`src/rtl/setting_reg.sv`:
```
`default_nettype none
// ============================================================================
// Module  : setting_reg
// Purpose : One settings-bus register. Captures set_data[WIDTH-1:0] when a
//           write strobe hits ADDR and pulses 'changed' for one cycle after.
// Ports   : clk, reset (async active-low), set_stb/set_addr/set_data (bus),
//           out (register value), changed (one-cycle write pulse)
// Rev     : 1.0  initial release
// ============================================================================
module setting_reg #(
   parameter logic [7:0]       ADDR  = 8'd0,
   parameter int               WIDTH = 32,
   parameter logic [WIDTH-1:0] INIT  = '0
) (
   input  logic             clk,
   input  logic             reset,
   input  logic             set_stb,
   input  logic [7:0]       set_addr,
   input  logic [31:0]      set_data,
   output logic [WIDTH-1:0] out,
   output logic             changed
);

   logic hit;
   logic unused_data;

   assign hit = set_stb & (set_addr == ADDR);
   // Narrow registers ignore the upper data bits.
   assign unused_data = ^set_data;

   always_ff @(posedge clk or negedge reset) begin
      if (!reset) begin
         out     <= INIT;
         changed <= 1'b0;
      end else begin
         changed <= hit;
         if (hit) out <= set_data[WIDTH-1:0];
      end
   end

endmodule
`default_nettype wire

```
`config.mk`:
```
export PLATFORM = sky130hd
export DESIGN_NAME = setting_reg
export DESIGN_NICKNAME = d
export VERILOG_FILES = /design/src/rtl/setting_reg.sv
export SDC_FILE = /design/constraint.sdc
export NUM_CORES = 1
export LEC_CHECK = 0
export ABC_AREA = 1
export CELL_PAD_IN_SITES_DETAIL_PLACEMENT = 1
export CELL_PAD_IN_SITES_GLOBAL_PLACEMENT = 2
export CORE_MARGIN = 2
export CORE_UTILIZATION = 24
export CTS_CLUSTER_DIAMETER = 40
export DETAILED_ROUTE_END_ITERATION = 12
export PLACE_DENSITY = 0.87
export SLEW_MARGIN = 30
export SYNTH_ARGS = -nofsm -noshare
export SYNTH_HDL_FRONTEND = slang
export SYNTH_SLANG_ARGS = --single-unit
export TNS_END_PERCENT = 50
```
`constraint.sdc`:
```
create_clock -name clk -period 0.8 [get_ports clk]
set_input_delay 0.12 -clock clk [delete_from_list [all_inputs] [get_ports clk]]
set_output_delay 0.12 -clock clk [all_outputs]
set_load 0.01 [all_outputs]
```
==> flow_summary.toml <==
[status]
status = "complete, but fails checks"
violations = "negative setup slack"

[worst_hold_path]
hold_class = "in -> async"

[sta]
min_period_over_period_pct = 119.2
finalClockSkew_ns = 0
finalSetupViolCount = 61
finalMaxSlewViolations = 0
hold_viol_final = 0
worst_pin_slew_ns = 0.2128
finalWorstSetupSlack_ns = -0.1533
rsz0062_at_grt = "true"
fmax_mhz = 1049
fin_crit_ns = 0.9533
max_slew_margin_pct = 85.81

[setup_path]
path_cells = "buf_2"
cp_max_fo = 2
slowest_delay_ns = 0.40
crit_type = "reg -> out"
start_kind = "flip-flop"
worstPathArrival_ns = 0.83
crit_buf_inv = 1
path_delay_family = "flip-flops"
critPathSlowestCell = "dfrtp_1"
worstPathRequired_ns = 0.68
critPathCaptureType = "primary output"

[detailed_routing]
wl_per_cell_um = 15.58
num_vias = 1727
drt_iter0_markers = 45
vias_per_cell = 4.361
dr.pass1.iters = 4
drc = 0
antenna_left = 0
wl_um = 6168

[placement]
place_ws_ns = -0.5543
hpwl_um = 3631
io_buffers = 75
gp_congestion = 0.6898
placedCellCount = 363

[power_and_ir_drop]
cellPowerDensity_mw_per_mm2 = 1308
p_leak_nw = 1.544
ir_worst_vdd_mv = 0.6218

[grt]
grt_max_degree = 34
antenna_found_initial = 0
grt_pass1_vias = 1824
grt_pass1_wl_um = 9211
grt_overflow_total = 0
grt_usage_pct = 14.21

[floorplan]
die_width_um = 90.44
io_pins = 76
core_area_sq_mm = 0.007253
start_util_pct = 24.72
fp-row-count = 31
die_h_um = 90.44
die-area_sq_mm = 0.008178

[cts]
h-tree-depth = 2
cts_tree = "yes"
clock-sinks = 33
numCtsBuffers = 5
clock_path_buffers = 2
clk_latency_ns = 0.29
cts_root_buffer = "clkbuf_8"
path_clk_slew_ns = 0.08

[synthesis]
yosysSeqAreaShare_pct = 46.06
synth_fp_nets = 229
syn_area_per_cell_sq_um = 9.640
postSynthCellCount = 186
syn_area_sq_mm = 0.001793
ys_warn_count = 0
ys_types = 18
synth_seq_cells = 33

[layout]
nFillCells = 820
layout.cells.non_filler = 396
drive_gt1_share_pct = 47.14
fin_nets = 339
area_growth_pct = 88.28
diodes = 0
multi_input_area_sq_um = 959.7
seq_area_sq_um = 825.8

[job]
cap_viol_max_count = 0
==> report_power, final <==
group,switching (mW),total (mW),internal [mW]
clock,0.700,1.30,0.602
combinational,0.478,1.23,0.755
sequential,0.0792,1.88,1.80
==> final timing paths <==
check	depth (start not counted)	slack, ns	endpoint	startpoint
worst max register to register	4	-0.05	out[20]	out[20]
worst max-delay path	1	-0.15	out[2]	out[2]
worst min register to register	3	0.60	out[19]	out[19]
max in group asynchronous	3	0.30	out[26]	reset
worst min-delay path	3	0.31	out[14]	reset
min in group clk	3	0.38	out[15]	set_data[15]
==> through the flow <==
step | hold WS [ns] | power [mW] | cell area (sq um) | setup TNS, ns | util [%]
6_report | 0.3135 | 4.414 | 3376 | -5.285 | 46.54
3_3_place_gp | 0.09695 | 2.921 | 2791 | -23.16 | 38.49
2_1_floorplan | -0.1756 | 2.291 | 1832 | 0 | -
4_1_cts | 0.3292 | 4.235 | 2964 | -11.35 | 40.87
5_1_grt | 0.3400 | 4.642 | 3376 | -7.674 | 46.54
3_5_place_dp | 0.09815 | 2.949 | 2791 | -23.75 | 38.49
==> kinds of logic after synthesis <==
kind of cell           Yosys count  synth area share [%]
AOI/OAI and AO/OA               32                 19.47
DFF                             33                 46.06
and+or+nand+nor                 73                 20.17
buffers and inverters           48                 14.31
==> layout make-up <==
type                            count  area share (%)
Tap cell                           99           3.669
Clock inverter                      3          0.5189
Multi-Input combinational cell    105           28.43
Inverter                           36           4.299
Timing Repair Buffer              115           36.58
Clock buffer                        5           2.039
Sequential cell                    33           24.46
==> synthesized netlist by cell type <==
master,instances,area [sq um]
buf_4,4,30.03
nand3_2,2,20.02
inv_1,34,127.6
nor2_1,1,3.750
inv_4,1,6.260
nand2_2,2,12.51
inv_2,1,3.750
o21bai_2,29,326.6
nand3_1,31,155.2
nor2_2,3,18.77
buf_6,3,33.78
nand2_1,32,120.1
dfrtp_1,33,825.8
buf_8,3,45.04
nor2_8,1,20.02
nor2_4,1,11.26
o21bai_1,3,22.52
buf_2,2,10.01
==> layout by cell type, fill, tap and decap left out, types with 2 or more instances in the layout <==
cell type,n
clkbuf_2,2
dfrtp_1,33
inv_1,24
nand2_1,31
nand3_4,2
nand3_1,29
nor2_4,4
clkbuf_16,6
buf_2,30
buf_16,2
dlymetal6s2s_1,3
clkinv_2,2
o21bai_4,25
clkdlybuf4s50_1,32
nand3_2,2
inv_2,10
o21bai_2,4
buf_4,9
clkbuf_8,5
o21bai_1,3
buf_6,19
buf_12,11
==> metal layers <==
layer	vias up	GRT usage [%]	share of wire (%)
met5	-	0	0
met4	0	3.718	1.6
met3	9	3.422	4.4
met2	51	26.69	55
met1	862	15.98	39
li1	805	-	-
==> state kept, by name, indices dropped and copies added, names as in the netlist <==
signal   flops
changed      1
out         32
==> timing repair <==
action,CTS,global route
endpoints found under the setup margin,66,66
gates resized for setup,152,71
gates cloned,3,6
hold buffers,1,0
endpoints found under the hold margin,33,0
pin swaps,7,28
buffers inserted,17,2
Power figures use the tool's default switching activity.
